$ cat config.mk
export PLATFORM = sky130hd
export DESIGN_NAME = pla_eval_sequencer
export DESIGN_NICKNAME = d
export VERILOG_FILES = /design/src/rtl/pla_eval_sequencer.sv
export SDC_FILE = /design/constraint.sdc
export NUM_CORES = 1
export LEC_CHECK = 0
export ABC_AREA = 1
export ABC_CLOCK_PERIOD_IN_PS = 3600
export BUFFER_PORTS_ARGS = -buffer_cell sky130_fd_sc_hd__buf_2
export CELL_PAD_IN_SITES_DETAIL_PLACEMENT = 1
export CELL_PAD_IN_SITES_GLOBAL_PLACEMENT = 2
export CORE_ASPECT_RATIO = 2
export CORE_MARGIN = 1.5
export CORE_UTILIZATION = 25
export CTS_CLUSTER_SIZE = 14
export DETAILED_ROUTE_END_ITERATION = 8
export GPL_ROUTABILITY_DRIVEN = 0
export HOLD_SLACK_MARGIN = 0.02
export PLACE_DENSITY_LB_ADDON = 0.1
export SLEW_MARGIN = 30
export SYNTH_ARGS = -nofsm -noshare
export SYNTH_HDL_FRONTEND = slang
export SYNTH_SLANG_ARGS = --single-unit
$ cat constraint.sdc
create_clock -name clk -period 3.6 [get_ports clk]
set_input_delay 0.18 -clock clk [delete_from_list [all_inputs] [get_ports clk]]
set_output_delay 0.18 -clock clk [all_outputs]
set_load 0.01 [all_outputs]
$ cat src/rtl/pla_eval_sequencer.sv
// Exhaustive-vector fitness sequencer: sweeps every input vector through candidate and golden netlists
// and accumulates the masked, saturating Hamming distance. Optional early abort: PLA_EVAL_EARLY_ABORT_EN.
module pla_eval_sequencer #(
  parameter int unsigned N_IN   = 12,
  parameter int unsigned N_OUT  = 8,
  parameter int unsigned SETTLE = 1,
  parameter int unsigned ERR_W  = 16
) (
  input  logic             clk,
  input  logic             rst,
  input  logic             start,
  input  logic [N_OUT-1:0] out_mask,
  input  logic [ERR_W-1:0] abort_limit,
  output logic [N_IN-1:0]  dut_pi,
  input  logic [N_OUT-1:0] cand_po,
  input  logic [N_OUT-1:0] gold_po,
  output logic             busy,
  output logic             done,
  output logic             aborted,
  output logic [ERR_W-1:0] err_count
);

  localparam int unsigned CNT_W       = (SETTLE > 0) ? $clog2(SETTLE + 1) : 1;
  localparam int unsigned SETTLE_LAST = (SETTLE > 0) ? SETTLE - 1 : 0;
  localparam int unsigned POP_W       = $clog2(N_OUT + 1);
  localparam int unsigned SUM_W       = ERR_W + POP_W;
  localparam logic [ERR_W-1:0] ERR_MAX = '1;

  typedef enum logic [1:0] {S_IDLE, S_SETTLE, S_COMPARE, S_DONE} state_t;

  // With SETTLE=0 every vector is compared on the cycle it is driven
  localparam state_t FIRST = (SETTLE > 0) ? S_SETTLE : S_COMPARE;

  state_t           state_q, state_d;
  logic [N_IN-1:0]  pi_q, pi_d;
  logic [CNT_W-1:0] cnt_q, cnt_d;
  logic             busy_q, busy_d;
  logic             done_q, done_d;
  logic             aborted_q, aborted_d;
  logic [ERR_W-1:0] err_q, err_d;
  logic [N_OUT-1:0] mask_q, mask_d;
  logic [ERR_W-1:0] limit_q, limit_d;

  logic [N_OUT-1:0] diff;
  logic [POP_W-1:0] pop;
  logic [SUM_W-1:0] sum;
  logic [ERR_W-1:0] err_add;
  logic             abort_hit;

  always_ff @(posedge clk or posedge rst) begin
    if (rst) begin
      state_q   <= S_IDLE;
      pi_q      <= '0;
      cnt_q     <= '0;
      busy_q    <= 1'b0;
      done_q    <= 1'b0;
      aborted_q <= 1'b0;
      err_q     <= '0;
      mask_q    <= '0;
      limit_q   <= '0;
    end else begin
      state_q   <= state_d;
      pi_q      <= pi_d;
      cnt_q     <= cnt_d;
      busy_q    <= busy_d;
      done_q    <= done_d;
      aborted_q <= aborted_d;
      err_q     <= err_d;
      mask_q    <= mask_d;
      limit_q   <= limit_d;
    end
  end

  // Masked popcount with saturating accumulate
  always_comb begin
    diff = (cand_po ^ gold_po) & mask_q;
    pop  = '0;
    for (int i = 0; i < int'(N_OUT); i++) begin
      pop = pop + POP_W'(diff[i]);
    end
    sum     = SUM_W'(err_q) + SUM_W'(pop);
    err_add = (sum > SUM_W'(ERR_MAX)) ? ERR_MAX : sum[ERR_W-1:0];
  end

`ifdef PLA_EVAL_EARLY_ABORT_EN
  assign abort_hit = (limit_q != '0) && (err_add >= limit_q);
`else
  logic unused_limit;
  assign unused_limit = ^limit_q;
  assign abort_hit    = 1'b0;
`endif

  always_comb begin
    state_d   = state_q;
    pi_d      = pi_q;
    cnt_d     = cnt_q;
    busy_d    = busy_q;
    done_d    = 1'b0;
    aborted_d = aborted_q;
    err_d     = err_q;
    mask_d    = mask_q;
    limit_d   = limit_q;
    case (state_q)
      S_IDLE: begin
        if (start) begin
          pi_d      = '0;
          cnt_d     = '0;
          err_d     = '0;
          aborted_d = 1'b0;
          busy_d    = 1'b1;
          mask_d    = out_mask;
          limit_d   = abort_limit;
          state_d   = FIRST;
        end
      end
      S_SETTLE: begin
        if (cnt_q == CNT_W'(SETTLE_LAST)) begin
          state_d = S_COMPARE;
        end else begin
          cnt_d = cnt_q + CNT_W'(1);
        end
      end
      S_COMPARE: begin
        err_d = err_add;
        cnt_d = '0;
        if (abort_hit || (pi_q == '1)) begin
          aborted_d = abort_hit;
          busy_d    = 1'b0;
          done_d    = 1'b1;
          state_d   = S_DONE;
        end else begin
          pi_d    = pi_q + N_IN'(1);
          state_d = FIRST;
        end
      end
      S_DONE: begin
        state_d = S_IDLE;
      end
      default: begin
        state_d = S_IDLE;
      end
    endcase
  end

  assign dut_pi    = pi_q;
  assign busy      = busy_q;
  assign done      = done_q;
  assign aborted   = aborted_q;
  assign err_count = err_q;

endmodule

== Word-level counts from Yosys, hierarchy flattened ==
Index checks and enable logic that the tools add are counted.

* Register bits after elaboration: 42
* Bits in latches: 0
* Bits in writable memories: 0
* Memory bits (read-only): 0
* Input port bits: 43
* Logic and storage cells: 57
* Memories kept: 0

* $add $sub $neg: 10
* Multipliers: 0
* Div/mod/pow operators: 0
* $lt $le $gt $ge: 1
* Eq/ne operators: 8
* Shifts and indexed selects: 0
* Mux-type cells: 19
* Bitwise operators: 2
* Reduce and logical (&&, ||, !) cells: 9

{| class="wikitable"
|+ Operators by type and width
! kind !! count
|-
| two-way mux 16 bit || 2
|-
| case mux 16 bit (2 select lines) || 1
|-
| two-way mux 12 bit || 2
|-
| case mux 12 bit (2 select lines) || 1
|-
| adder 16 x 4 -> 17 bit || 1
|-
| > comparator 17 x 16 -> 1 bit (second input constant) || 1
|-
| adder 4 x 1 -> 4 bit || 4
|-
| adder 12 x 1 -> 12 bit (second input constant) || 1
|-
| equality test 12 bit (second input constant) || 1
|-
| AND 8 bit || 1
|-
| inequality test 2 bit (second input constant) || 4
|-
| case mux 2 bit (4 select lines) || 1
|-
| AND reduction 2 bit || 4
|-
| bitwise XOR 8 bit || 1
|-
| two-way mux 1 bit || 6
|-
| two-way mux 2 bit || 3
|-
| AND reduction 3 bit || 2
|-
| adder 3 x 1 -> 4 bit || 1
|-
| equality test 2 bit (second input constant) || 2
|-
| case mux 1 bit (2 select lines) || 2
|-
| adder 2 x 1 -> 3 bit || 1
|-
| case mux 1 bit (3 select lines) || 1
|-
| nonzero test 3 bit || 1
|-
| adder 1 x 1 -> 2 bit || 1
|-
| 4 further kinds || 4
|}

== Depth between registers and ports, before layout ==
* Word-level depth: 13
* Depth in mapped cells: 18

== Worst setup path after synthesis ==
Ideal clock, no wire load.

* Path kind: reg2reg
* From: register err_q[0] (netlist: err_count[0])
* To: register err_q[8] (netlist: err_count[8])
* Library setup time: 0.128 ns
* Arrival time: 3.639 ns
* Data required time: 3.472 ns
* Setup slack: -0.167 ns
* Stages on the path, launching flop included: 15
* Clock period less this slack: 3.767 ns
* Cell sequence: dfrtp_1 fa_1 inv_1 fa_1 inv_1 fa_1 fa_1 fa_1 nand3_1 a21oi_2 nand2_1 nor2_1 nand3_1 buf_2 nand3_1

* Cells in the longest elaborated chain, start to end: 4

{| class="wikitable"
|+ RTL lines
! element !! line !! source
|-
| start: declaration || 40 || <nowiki>logic [ERR_W-1:0] err_q, err_d;</nowiki>
|-
| start signal: assignment || 68 || <nowiki>err_q <= err_d;</nowiki>
|-
| adder 16 x 4 -> 17 bit (*) || 81 || <nowiki>sum = SUM_W'(err_q) + SUM_W'(pop);</nowiki>
|-
| > comparator 17 x 16 -> 1 bit || 82 || <nowiki>err_add = (sum > SUM_W'(ERR_MAX)) ? ERR_MAX : sum[ERR_W-1:0];</nowiki>
|-
| two-way mux 16 bit (*) || 82 ||
|-
| case mux 16 bit (2 select lines) (*) || 103 || <nowiki>case (state_q)</nowiki>
|}

Every way passes the cells marked *; elsewhere a longest branch is shown, timed or not.
A chain may end at the register's enable or synchronous reset.

== Worst setup path after layout ==
* From: register mask_q[2]
* To: register err_q[13] (netlist: err_count[13])

* Cells in the longest elaborated chain, start to end: 11

{| class="wikitable"
|+ RTL lines
! element !! line !! source
|-
| start: declaration || 41 || <nowiki>logic [N_OUT-1:0] mask_q, mask_d;</nowiki>
|-
| start signal: assignment || 69 || <nowiki>mask_q <= mask_d;</nowiki>
|-
| AND 8 bit (*) || 76 || <nowiki>diff = (cand_po ^ gold_po) & mask_q;</nowiki>
|-
| adder 2 x 1 -> 3 bit (*) || 79 || <nowiki>pop = pop + POP_W'(diff[i]);</nowiki>
|-
| adder 3 x 1 -> 4 bit (*) || 79 ||
|-
| adder 4 x 1 -> 4 bit (*) (4 in a row) || 79 ||
|-
| adder 16 x 4 -> 17 bit (*) || 81 ||
|-
| > comparator 17 x 16 -> 1 bit || 82 ||
|-
| two-way mux 16 bit (*) || 82 ||
|-
| case mux 16 bit (2 select lines) (*) || 103 ||
|}

Marks and branches as above.

==> metrics.md <==
| Metric | Value |
|---|---|
| Final hold violation count | `0` |
| Power per Cell Area | `roughly 560 nW/um^2` |
| Die height | `roughly 150 um` |
| Fmax | `roughly 280 MHz` |
| Die width | `about 74 um` |
| Final wirelength | `about 8.1 mm` |
| Internal power | `between 0.001 and 0.0015 W` |
| Total gr overflow | `0` |
| Place WS | `-0.179 ns` |
| Share of power burned in the clock network | `between 20% and 30%` |
| Slew HR | `56.5%` |
| Nets | `466` |
| Number of max-cap violations | `0` |
| Critical path startpoint category | `register` |
| Clock root buffer | `clkbuf_16` |
| Seq pwr share | `between 30% and 40%` |
| Max FO, Critical Path | `6` |
| Gate Count Post-Synth | `about 350` |
| Die area | `10,800 sq um` |
| Fill cells | `about 1,300` |
| Clock skew | `0.00674 ns` |
| Worst slew pin tran | `~0.65 ns` |
| Core ar. | `~9800 sq um` |
| # port buffers | `56` |
| Max-slew violations | `0` |
| Vias in the first global route | `2,609` |
| Effective utilization at floorplan | `about a quarter` |
| Ranking of synthesized cells by area | `dfrtp_1 (40%), nand2_1 (18%), nand3_1 (9.1%)` |
| Routed length per instance | `between 10 and 15 um` |
| Worst-Skew Late Latency | `~0.29 ns` |
| Layout cells sized above 1 | `between 20% and 30%` |
| Non-Filler Cell Area, Final | `roughly 3300 sq um` |
| First-pass GRT wire length | `roughly 13 mm` |
| Commonest cells in the netlist | `nand2_1 (121), nand3_1 (46), dfrtp_1 (40)` |
| CTS tree | `yes` |
| Vias | `around 2,500` |
| Count leader, synth | `nand2_1` |
| Yosys reg bits | `40` |
| Reg clk slew, reported paths | `about 0.06 ns` |
| Critical path launch point | `mask_q[2]` |
| CTS sink count | `40` |
| Crit Path Class | `register to register` |
| Asr flop ratio synth | `100%` |
| Netlist cell types | `33` |
| Total Routing Usage GR | `~17%` |
| Post-route ant nets | `0` |
| HP Class | `primary input to asynchronous set/reset pin` |
| Initial antenna violation count | `0` |
| P_sw | `0.000708 W` |
| H-tree level count | `2` |
| Fin crit share | `97.7%` |
| FP Rows | `between 50 and 60` |
| Worst Path Required | `between 3 and 4 ns` |
| Top FF cell, synth | `dfrtp_1` |
| Post-DP HPWL | `roughly 6.5 mm` |
| Design Power | `between 0.0015 and 0.002 W` |
| Unrepaired setup endpoints after global routing | `yes` |
| Synth area leader | `dfrtp_1` |
| Worst vdd ir | `190 uV` |
| Syn nets | `400` |
| Setup WS post-layout | `0.0826 ns` |
| Final setup fails | `0` |
| Via density per instance | `between 4 and 5` |
| Crit path time final | `~3.5 ns` |
| DRT Pass-1 Iters | `4` |
| Layout area overhead | `29.6%` |
| N_diodes | `0` |
| Max clock buf depth | `2` |
| Syn. warnings | `0` |
| Sw Ratio | `38.5%` |
| FF-to-FF Start | `mask_q[2]` |
| CP Capture Type | `register` |
| Synth top area share | `39.6%` |
| Largest net degree at the start of global routing | `approximately 40` |
| EDFF count, synth | `0` |
| Seq/Total Area, Yosys | `about two fifths` |
| Syn avg cell area | `between 7 and 8 sq um` |
| Initial drt markers | `69` |
| Worst EP arrival | `3.69 ns` |
| DR DRC count | `0` |
| Status | `completed` |
| Placed standard-cell area | `between 3000 and 4000 sq um` |
| I/O pins | `between 70 and 80` |
| Comb pwr share | `38.9%` |
| CTS Buf Count | `5` |
| Leakage Power | `1.75 nW` |
| Synthesized area | `between 2000 and 3000 sq um` |
==> worst max-delay path: stages, from the launching register on <==
cell and delay, ns:
dfrtp_1 0.38, nand2_1 0.07, nor2_2 0.04, fa_1 0.51
inv_2 0.04, fa_1 0.47, inv_1 0.05, fa_1 0.46
fa_2 0.37, fa_2 0.37, nand3_2 0.11, a21oi_2 0.07
nand2_1 0.09, nor2_1 0.05, nand3_2 0.10, buf_6 0.16
nand3_2 0.07
==> sequential cells by signal, summed over array words and instances, names as in the netlist <==
name / flops
err_count: 16
dut_pi: 12
mask_q: 8
state_q: 2
busy: 1
done: 1
==> worst paths after layout <==
| check | to | slack, ns | cells past startpoint |
|---|---|---|---|
| setup / recovery | err_count[13] | 0.08 | 16 |
| hold / removal | done | 0.01 | 3 |
| setup reg to reg | err_count[13] | 0.08 | 16 |
| hold reg to reg | mask_q[1] | 0.47 | 2 |
| max in group asynchronous | err_count[13] | 3.20 | 3 |
| min in group clk | mask_q[2] | 0.09 | 3 |
==> per-layer routing <==
metal / vias to the layer above / global-route usage, % / wire (um)
met1: 1199 / 15.7 / 2760
met2: 44 / 33.7 / 5000
met4: 0 / 6.30 / 206
met5: - / 0 / 0
li1: 1223 / - / -
met3: 9 / 1.94 / 162
==> power groups by stage <==
stage | combinational (W) | clock, W | sequential [W]
final | 0.000714 | 0.000519 | 0.000604
after detailed placement | 0.000747 | 0 | 0.000614
after global placement | 0.000724 | 0 | 0.000610
after global routing | 0.000828 | 0.000556 | 0.000620
after CTS | 0.000751 | 0.000537 | 0.000605
after floorplan | 0.000472 | 0 | 0.000611
==> final cells by class <==
cell class / count / area, sq um / share of cell area (%)
clock buffer: 6 / 129 / 3.93
tap: 132 / 165 / 5.04
multi-input combinational: 261 / 1430 / 43.7
clock inverter: 2 / 35.0 / 1.07
timing repair buffer: 67 / 378 / 11.5
inverter: 36 / 136 / 4.16
sequential: 40 / 1000 / 30.6
==> kinds of logic after synthesis <==
family | Yosys count | synth area share (%)
adder cells (fa/ha/maj) | 12 | 7.43
flip-flops | 40 | 39.6
XOR/XNOR | 6 | 2.08
buffers and inverters | 44 | 7.13
AO/OA/AOI/OAI | 22 | 4.80
other | 1 | 0.148
AND/OR/NAND/NOR | 220 | 38.8
==> what timing repair did <==
item	4_1_cts	5_1_grt
gates cloned	0	0
hold buffers	0	0
resized for setup	13	11
pin swaps	10	5
endpoints found under the setup margin	15	16
setup buffers	0	0
==> per-stage QoR <==
stage               hold WS (ns)  cells  util [%]  TNS, ns
floorplan                  0.297    345         -        0
global placement           0.355    536      30.9   -0.523
detailed placement         0.356    536      31.0    -1.14
CTS                       0.0498    544      33.1  -0.0327
global route              0.0712    544      33.6   -0.964
finish                    0.0139    544      33.6        0
==> placed cells by master (no fill, tap or decap), types with 2 or more instances in the layout <==
cell / instances
a21oi_1: 4
buf_2: 56
buf_4: 7
buf_6: 4
clkbuf_16: 5
clkinv_2: 2
dfrtp_1: 40
fa_1: 3
fa_2: 2
ha_1: 7
inv_1: 30
inv_2: 4
nand2_1: 117
nand2_2: 4
nand3_1: 34
nand3_2: 12
nand4_1: 4
nor2_1: 24
nor2_2: 4
nor2_4: 3
nor3_1: 7
o21ai_0: 11
o21ai_1: 3
or2_2: 5
xor2_1: 6
No activity file was read; power rests on OpenSTA's default activity.
